File: config.mk
export PLATFORM = sky130hd
export DESIGN_NAME = pc_unit
export DESIGN_NICKNAME = d
export VERILOG_FILES = /design/src/rtl/pc_unit.sv
export SDC_FILE = /design/constraint.sdc
export NUM_CORES = 1
export LEC_CHECK = 0
export ABC_AREA = 1
export CAP_MARGIN = 20
export CELL_PAD_IN_SITES_DETAIL_PLACEMENT = 1
export CELL_PAD_IN_SITES_GLOBAL_PLACEMENT = 2
export CORE_UTILIZATION = 29
export CTS_CLUSTER_SIZE = 8
export DETAILED_ROUTE_END_ITERATION = 8
export GPL_TIMING_DRIVEN = 0
export MAX_ROUTING_LAYER = met4
export PLACE_DENSITY_LB_ADDON = 0.25
export SLEW_MARGIN = 0
export SYNTH_ARGS = -nofsm -noshare
export SYNTH_HDL_FRONTEND = slang
export SYNTH_SLANG_ARGS = --single-unit
export TNS_END_PERCENT = 50
File: constraint.sdc
create_clock -name clk -period 5.4 [get_ports clk]
set_input_delay 1.08 -clock clk [delete_from_list [all_inputs] [get_ports clk]]
set_output_delay 1.08 -clock clk [all_outputs]
set_load 0.1 [all_outputs]
File: src/rtl/pc_unit.sv
// ---------------------------------------------------------------------------
// pc_unit
// Program-counter unit. Holds the byte address of the current instruction,
// selects the next PC from sequential, branch, jump and jump-register
// targets, counts retired instructions and detects a self-loop redirect,
// which stops the machine (HALT).
//
// Ports
//   clk          rising-edge clock for all state
//   reset        asynchronous, active-high reset
//   PCSel[1:0]   next-PC select: 00 seq, 01 branch, 10 jump, 11 jump-register
//   BrNe         branch sense: 0 = beq (taken on Zero), 1 = bne (taken on !Zero)
//   Zero         ALU zero flag of the current instruction
//   imm[15:0]    branch offset in words, two's complement
//   addr[25:0]   jump target word index
//   RegA[31:0]   register value for jump-register
//   stall        1 freezes the PC for this cycle
//   PC[31:0]     current byte address
//   halted       1 while in HALT (registered)
//   err          sticky misaligned jump-register flag
//   instr_count  retired-instruction count, saturating
// ---------------------------------------------------------------------------
module pc_unit (
   input  logic        clk,
   input  logic        reset,
   input  logic [1:0]  PCSel,
   input  logic        BrNe,
   input  logic        Zero,
   input  logic [15:0] imm,
   input  logic [25:0] addr,
   input  logic [31:0] RegA,
   input  logic        stall,
   output logic [31:0] PC,
   output logic        halted,
   output logic        err,
   output logic [31:0] instr_count
);

   typedef enum logic [1:0] {
      BOOT = 2'b00,
      RUN  = 2'b01,
      HALT = 2'b10
   } state_t;

   state_t state;

   // Counter saturates rather than wrapping.
   function automatic logic [31:0] sat_inc(input logic [31:0] v);
      return (v == 32'hFFFF_FFFF) ? v : v + 32'd1;
   endfunction

   logic        [31:0] pc4;
   logic signed [31:0] br_off;
   logic        [31:0] br_tgt;
   logic        [31:0] jmp_tgt;
   logic        [31:0] jr_tgt;
   logic               br_taken;
   logic               jr_misaligned;
   logic        [31:0] target;
   logic               redirect;

   assign pc4     = PC + 32'd4;
   // Word offset sign-extended and scaled to bytes.
   assign br_off  = {{14{imm[15]}}, imm, 2'b00};
   assign br_tgt  = pc4 + $unsigned(br_off);
   assign jmp_tgt = {pc4[31:28], addr, 2'b00};
   assign jr_tgt  = {RegA[31:2], 2'b00};

   assign br_taken      = (PCSel == 2'b01) && (Zero ^ BrNe);
   assign jr_misaligned = (PCSel == 2'b11) && (RegA[1:0] != 2'b00);

   // A not-taken branch falls through to PC4 and is not a redirect, so it
   // can never trigger HALT.
   always_comb begin
      target   = pc4;
      redirect = 1'b0;
      case (PCSel)
         2'b01: begin
            if (br_taken) begin
               target   = br_tgt;
               redirect = 1'b1;
            end
         end
         2'b10: begin
            target   = jmp_tgt;
            redirect = 1'b1;
         end
         2'b11: begin
            target   = jr_tgt;
            redirect = 1'b1;
         end
         default: begin
            target   = pc4;
            redirect = 1'b0;
         end
      endcase
   end

   always_ff @(posedge clk or posedge reset) begin
      if (reset) begin
         state       <= BOOT;
         PC          <= 32'd0;
         halted      <= 1'b0;
         err         <= 1'b0;
         instr_count <= 32'd0;
      end else begin
         case (state)
            BOOT: state <= RUN;
            RUN: begin
               if (!stall) begin
                  instr_count <= sat_inc(instr_count);
                  if (jr_misaligned)
                     err <= 1'b1;
                  // A redirect back onto itself is a self-loop: stop here.
                  if (redirect && (target == PC)) begin
                     state  <= HALT;
                     halted <= 1'b1;
                  end else begin
                     PC <= target;
                  end
               end
            end
            HALT: state <= HALT;
            default: begin
               state  <= BOOT;
               halted <= 1'b0;
            end
         endcase
      end
   end

endmodule

==> results.toml, run 1 <==
[final_layout]
nNetsFinal = 1680
syn2layout_area_growth_pct = 28.5
drive_above_1_share_pct = 4.28
final_area_um2 = 10100
antenna_cells_inserted = 0
final_cell_count_no_fill = 1901

[global_routing]
grt_pass1_vias = 9410
grt_remaining_overflow = 0
largest_net_degree_at_the_start_of_global_routing = 58
grt_antenna_before_repair = 0
global_route_wire_length_before_repair_um = 50700
globalRouteTotalUtil_pct = 24.1

[setup_path]
crit_required_ps = 5650
cpPeakStageDelay_ps = 850
crit_path_max_fanout = 19
worstRegToRegCells = 28
crit_family = "simple AND/OR/NAND/NOR gates"
crit_path_kind = "input pin to flop"
timing.critical_path.mode_cell = "sky130_fd_sc_hd__nand2_1"
cp-start-kind = "input pin"
timing.reg2reg.setup_slack_ps = 530
regToRegStartpoint = "PC[2]"
cp_cell_sequence = "clkdlybuf4s50_1, ha_1, nand2_1, nor2_1, nand2_1, nor2_1, nand2_1, nand4_1, nand2_1, nand2_1, nand2_1, nand2_1, nand2_1, nand2_1, nand2_1, nor2_1, nand3_1, nor2_2, nand2_2, nand2_4, buf_6, nand2_1, o21ai_1"
worst_r2r_endpoint = "PC[28]"
worst-path-buf-inv = 2
crit_path_top_delay_cell = "sky130_fd_sc_hd__clkdlybuf4s50_1"
arrival_ps = 5210
end_kind = "flop"

[floorplan]
dieWidth_um = 166
fp-row-count = 59
initial_core_util_pct = 29.8
design.die.area_um2 = 27700
core_um2 = 26300
design.portCount = 147
chipHeight_um = 166

[place]
place_area_um2 = 9740
port_buffers = 146
dpl_worst_slack_ps = 166
detailed_placer_s_ending_hpwl_um = 26800
numPlacedInstances = 1886
place_congestion = 0.894

[logic_synthesis]
synth_cell_types = 40
post_synth_inst_count = 1404
postSynthNetCount = 1522
postSynthAreaPerCell_um2 = 5.58
synth-warning-count = 0
netlist_area_um2 = 7830
synth.yosys.seq_area_share_pct = 21.7
ys_ff_latch = 68

[clock_network]
clock_tree.root_cell = "sky130_fd_sc_hd__clkbuf_16"
cts.path.max_buffers = 2
clk_transition_reported_paths_ps = 60
cts_max_level = 3
worstSkewPairLatency_ps = 330
cts_inserted_buffers = 9
tritoncts = "done"
clock_sink_count = 68

[routing]
drt_first_pass_iters = 7
wl_met2_um = 14900
detailedRoute.firstIterationViolations = 462
maxUsedRoutingLayer = "met4"
routedWlPerCell_um = 16.7
ant_nets = 0
drc = 10
num_vias = 9198
route.detailed.vias_per_inst = 4.84
met3_wire_length_um = 1010
sum_of_routed_wire_segments_on_met1_um = 15400
wirelength_um = 31700

[worst_hold_path]
worstHoldPathCells = 1
min_delay_worst_endpoint = "err"
timing.hold.worst.start = "err"
hp-class = "flop to flop"

[pwr]
leakagePower_nw = 5.37
power.internal_mw = 1.70
powerDensity_nw_per_um2 = 377
combPwrFrac_pct = 63.3
ir_drop_uv = 406
power_switching_share_pct = 55.4
power.share.sequential_pct = 20.1
netSwitchingPower_mw = 2.10
power.clock.fraction_pct = 16.5

[sta]
setup_violation_total_in_the_final_timing_report = 0
timing.slew.headroom_pct = 31.8
grt_setup_unrepaired = "false"
setup-tns-final_ps = 0
final.min_clock_period_ps = 4960
layout_setup_ws_ps = 442
timing.clock.skew_ps = 9.30
timing.final.crit_share_pct = 91.8
f_max_mhz = 202
maxSlewViolCount = 0
tightest_slew_ps = 1020
hold_violations = 0

[flow_run]
max-cap-violations = 0

[status]
outcome = "finished with violations"
violated_checks = "design-rule violations"
==> per-layer routing <==
metal / GRT usage [%] / vias up
met4: 3.46 / 0
met2: 40.9 / 180
li1: - / 4685
met5: - / -
met1: 31.5 / 4314
met3: 2.29 / 19
==> logic make-up after synthesis <==
kind of cell,synth area share (%)
fa+ha+maj,6.01
xor+xnor,4.14
compound gates,7.84
buf+inv,12.2
flops,21.7
simple gates,48.1
==> synth_stat cells, drive strengths merged <==
master  count  share of area, %
nand4      12              0.96
fa          1              0.26
or2         1             0.080
and3        1             0.080
inv       213                10
buf        20               1.7
o21ai      61               3.9
clkbuf      6              0.29
o31ai       1             0.096
a21oi      32               2.0
a21o        1             0.096
and2        2              0.16
xnor2      17               1.9
xor2       20               2.2
a211oi      1             0.096
nand3b      4              0.38
dfrtp      68                22
a21boi      1             0.096
o211ai      1             0.096
nor2      124               6.6
o21bai      2              0.19
nor3       12              0.83
nand2     608                29
nor4        3              0.32
a221oi     10               1.1
ha         36               5.7
a31o        1              0.11
nand3     145               9.3
==> placed cells by master (no fill, tap or decap), drive strengths merged, types with 3 or more instances in the layout <==
master	count
o21ai	61
clkbuf	15
a21oi	32
inv	213
nor2	124
buf	21
nor4	3
nor3	12
xor2	20
nand4	12
dfrtp	68
ha	36
nand3	145
clkinv	3
nand2	608
xnor2	17
nand3b	4
clkdlybuf4s50	146
a221oi	10
==> registers in the layout, summed over array words and instances, names as in the netlist <==
register and count:
err 1, halted 1, state 2, PC 32, instr_count 32
==> worst register-to-register path, delay by kind of cell, from the launching register on <==
kind | cells | cell delay, ps
buffers and inverters | 2 | 260
AO/OA/AOI/OAI | 1 | 80
XOR/XNOR | 1 | 290
AND/OR/NAND/NOR | 22 | 3020
flip-flops | 1 | 530
adder cells (fa/ha/maj) | 2 | 620
==> stage by stage <==
| step | total power [mW] | utilization [%] | hold WS [ps] |
|---|---|---|---|
| 6_report | 3.80 | 38.3 | 478 |
| 5_1_grt | 4.11 | 38.3 | 504 |
| 4_1_cts | 3.84 | 38.3 | 483 |
| 3_5_place_dp | 3.19 | 37.1 | 469 |
| 3_3_place_gp | 3.15 | 37.0 | 469 |
| 2_1_floorplan | 2.48 | - | 501 |
==> how the worst max path moves through the flow <==
stage          startpoint     end  slack, ps  cells after the start
2_1_floorplan       PC[2]  PC[23]       1180                     32
3_3_place_gp      imm[15]  PC[28]        240                     23
3_5_place_dp      imm[15]  PC[28]        170                     23
4_1_cts             PC[2]  PC[28]        480                     29
5_1_grt             PC[2]  PC[30]          4                     32
6_report          imm[15]  PC[28]        440                     23
==> power by group through the flow <==
stage / clock network, mW / registers [mW] / logic [mW]
after global placement: 0 / 0.769 / 2.38
after CTS: 0.644 / 0.762 / 2.43
final: 0.629 / 0.764 / 2.41
after global routing: 0.663 / 0.784 / 2.66
after floorplan: 0 / 1.31 / 1.17
after detailed placement: 0 / 0.769 / 2.42
==> layout make-up <==
type / instances / area, um2
plain buffers: 26 / 153
flip-flops and latches: 68 / 1700
well taps: 335 / 419
clock buffers: 9 / 225
repair buffers: 147 / 1490
inverters: 213 / 802
clock inverters: 6 / 90.1
fillers: 3549 / 16200
multi-input cells: 1097 / 5190
==> timing repair <==
item	CTS	global route
endpoints found under the setup margin	0	15
buffers inserted	0	0
hold buffers	0	0
resized for setup	0	1
No activity file was read; power rests on OpenSTA's default activity.
==> inputs of run 2 (changes only) <==
--- a/config.mk
+++ b/config.mk
@@ -15,6 +15,7 @@
 export GPL_TIMING_DRIVEN = 0
 export MAX_ROUTING_LAYER = met4
 export PLACE_DENSITY_LB_ADDON = 0.25
+export SKIP_LAST_GASP = 1
 export SLEW_MARGIN = 0
 export SYNTH_ARGS = -nofsm -noshare
 export SYNTH_HDL_FRONTEND = slang
==> results of run 2 <==
Same layout as run 1: the final DEF is identical, and so are final timing and power.
==> inputs of run 3 (changes only) <==
--- a/config.mk
+++ b/config.mk
@@ -12,7 +12,6 @@
 export CORE_UTILIZATION = 29
 export CTS_CLUSTER_SIZE = 8
 export DETAILED_ROUTE_END_ITERATION = 8
-export GPL_TIMING_DRIVEN = 0
 export MAX_ROUTING_LAYER = met4
 export PLACE_DENSITY_LB_ADDON = 0.25
 export SKIP_LAST_GASP = 1
==> run 3 against run 2 <==
Sequential power increased by 0.7%. Critical path depth increased by 7. Cell area about the same. The run still ends with design-rule violations left. Largest power group unchanged.
==> results.toml, run 3 (synthesized netlist as in run 1, its figures left out) <==
[status]
outcome = "finished with violations"
violated_checks = "design-rule violations"

[clock_network]
clock_tree.root_cell = "sky130_fd_sc_hd__clkbuf_16"
clock_sink_count = 68
clk_transition_reported_paths_ps = 60
worstSkewPairLatency_ps = 340
tritoncts = "done"
cts.repair_timing.setup_buffer_count = 0
post_cts_hold_buffer_count = 0
cts_max_level = 3
cts.path.max_buffers = 2
cts-resized-gates = 0
cts_inserted_buffers = 9

[setup_path]
crit_path_kind = "flop to flop"
crit_path_top_delay_cell = "sky130_fd_sc_hd__dfrtp_1"
crit_path_max_fanout = 21
cpPeakStageDelay_ps = 550
end_kind = "flop"
cp-start-kind = "flop"
timing.critical_path.mode_cell = "sky130_fd_sc_hd__nand2_1"
arrival_ps = 5200
crit_required_ps = 5660

[floorplan]
design.portCount = 147
initial_core_util_pct = 29.8
design.die.area_um2 = 27700
chipHeight_um = 166
fp-row-count = 59
core_um2 = 26300
dieWidth_um = 166

[global_routing]
groute.layer.met3.usage_pct = 2.96
grt_remaining_overflow = 0
grtUsageMet2_pct = 42.2
grt_pass1_vias = 9554
grt_antenna_before_repair = 0
global_route_wire_length_before_repair_um = 51900
globalRouteTotalUtil_pct = 24.5
largest_net_degree_at_the_start_of_global_routing = 43
groute.layer.met1.usage_pct = 31.5
busiest_layer = "met2"

[final_layout]
final_area_um2 = 10100
top_regs = "PC x32, instr_count x32, state x2"
layout_commonest_cell = "sky130_fd_sc_hd__nand2_1"
nNetsFinal = 1671
mostFrequentLayoutCells = "603 x sky130_fd_sc_hd__nand2_1, 205 x sky130_fd_sc_hd__inv_1, 146 x sky130_fd_sc_hd__clkdlybuf4s50_1, 144 x sky130_fd_sc_hd__nand3_1, 109 x sky130_fd_sc_hd__nor2_1"
fill_cells = 3600
antenna_cells_inserted = 0
drive_above_1_share_pct = 4.24
syn2layout_area_growth_pct = 28.5

[sta]
timing.final.crit_share_pct = 91.5
f_max_mhz = 202
maxSlewViolCount = 0
grt_setup_unrepaired = "false"
tightest_slew_ps = 1070
final.min_clock_period_ps = 4940
timing.clock.skew_ps = 13.7
setup-tns-final_ps = 0
timing.slew.headroom_pct = 28.6
hold_violations = 0
setup_violation_total_in_the_final_timing_report = 0

[worst_hold_path]
hp-class = "flop to flop"

[flow_run]
max-cap-violations = 0

[place]
place_congestion = 0.897
place_area_um2 = 9720
detailed_placer_s_ending_hpwl_um = 26800
port_buffers = 146

[routing]
wirelength_um = 31900
drc = 10
ant_nets = 0
detailedRoute.firstIterationViolations = 444
route.detailed.vias_per_inst = 4.80
routedWlPerCell_um = 16.9
num_vias = 9089
drt_first_pass_iters = 7

[pwr]
ir_drop_uv = 397
leakagePower_nw = 5.36
powerDensity_nw_per_um2 = 384
## run 3: changes by cell type in the layout (fill, tap and decap cells not counted), sizes merged
cell,delta
bufinv,+1
buf,-3
clkinv,-2
clkinvlp,+1
clkbuf,-6
## run 3: layout make-up
| type | instances | area (um2) | area share (%) |
|---|---|---|---|
| clock buffer | 9 | 225 | 2.24 |
| clock inverter | 6 | 114 | 1.13 |
| inverter | 213 | 800 | 7.94 |
| multi-input combinational | 1097 | 5180 | 51.5 |
| sequential | 68 | 1700 | 16.9 |
| tap | 335 | 419 | 4.17 |
| timing repair buffer | 164 | 1620 | 16.1 |
## run 3: final timing paths
kind | startpoint | to | slack [ps] | depth (start not counted)
max in group asynchronous | reset | PC[17] | 3180 | 3
min in group asynchronous | reset | PC[30] | 1270 | 2
max | PC[2] | PC[22] | 460 | 30
min | err | err | 480 | 1
min reg2reg | err | err | 480 | 1
max reg2reg | PC[2] | PC[22] | 460 | 30
## run 3: report_power, final
group / leakage [nW] / switching (mW) / internal, mW / total [mW]
sequential: 0.869 / 0.165 / 0.604 / 0.769
clock: 0.158 / 0.244 / 0.450 / 0.694
combinational: 4.33 / 1.72 / 0.684 / 2.40
total: 5.36 / 2.13 / 1.74 / 3.87
## run 3: metrics by stage
step	power, mW	hold WS, ps	std cells	setup slack, ps	util (%)
final	3.87	478	1892	460	38.3
after global routing	4.18	500	1892	66.8	38.3
after CTS	3.91	489	1892	544	38.3
after detailed placement	3.20	471	1877	397	37.0
after global placement	3.16	469	1877	450	37.0
after floorplan	2.48	501	1404	1180	-
## run 3: per-layer routing
metal	part of all wire, %	vias up	routed length (um)
met3	3.5	22	1120
met1	48	4237	15200
met5	0	-	0
met4	0.84	0	267
li1	-	4674	-
met2	48	156	15300
## run 3: worst max-delay path: cells and delay by family (launching register included)
kind,cells,cell delay [ps]
AOI/OAI and AO/OA,2,290
adders and majority gates,2,620
DFF,1,550
xor gates and xnor gates,1,190
buffers and inverters,3,430
and+or+nand+nor,22,2790
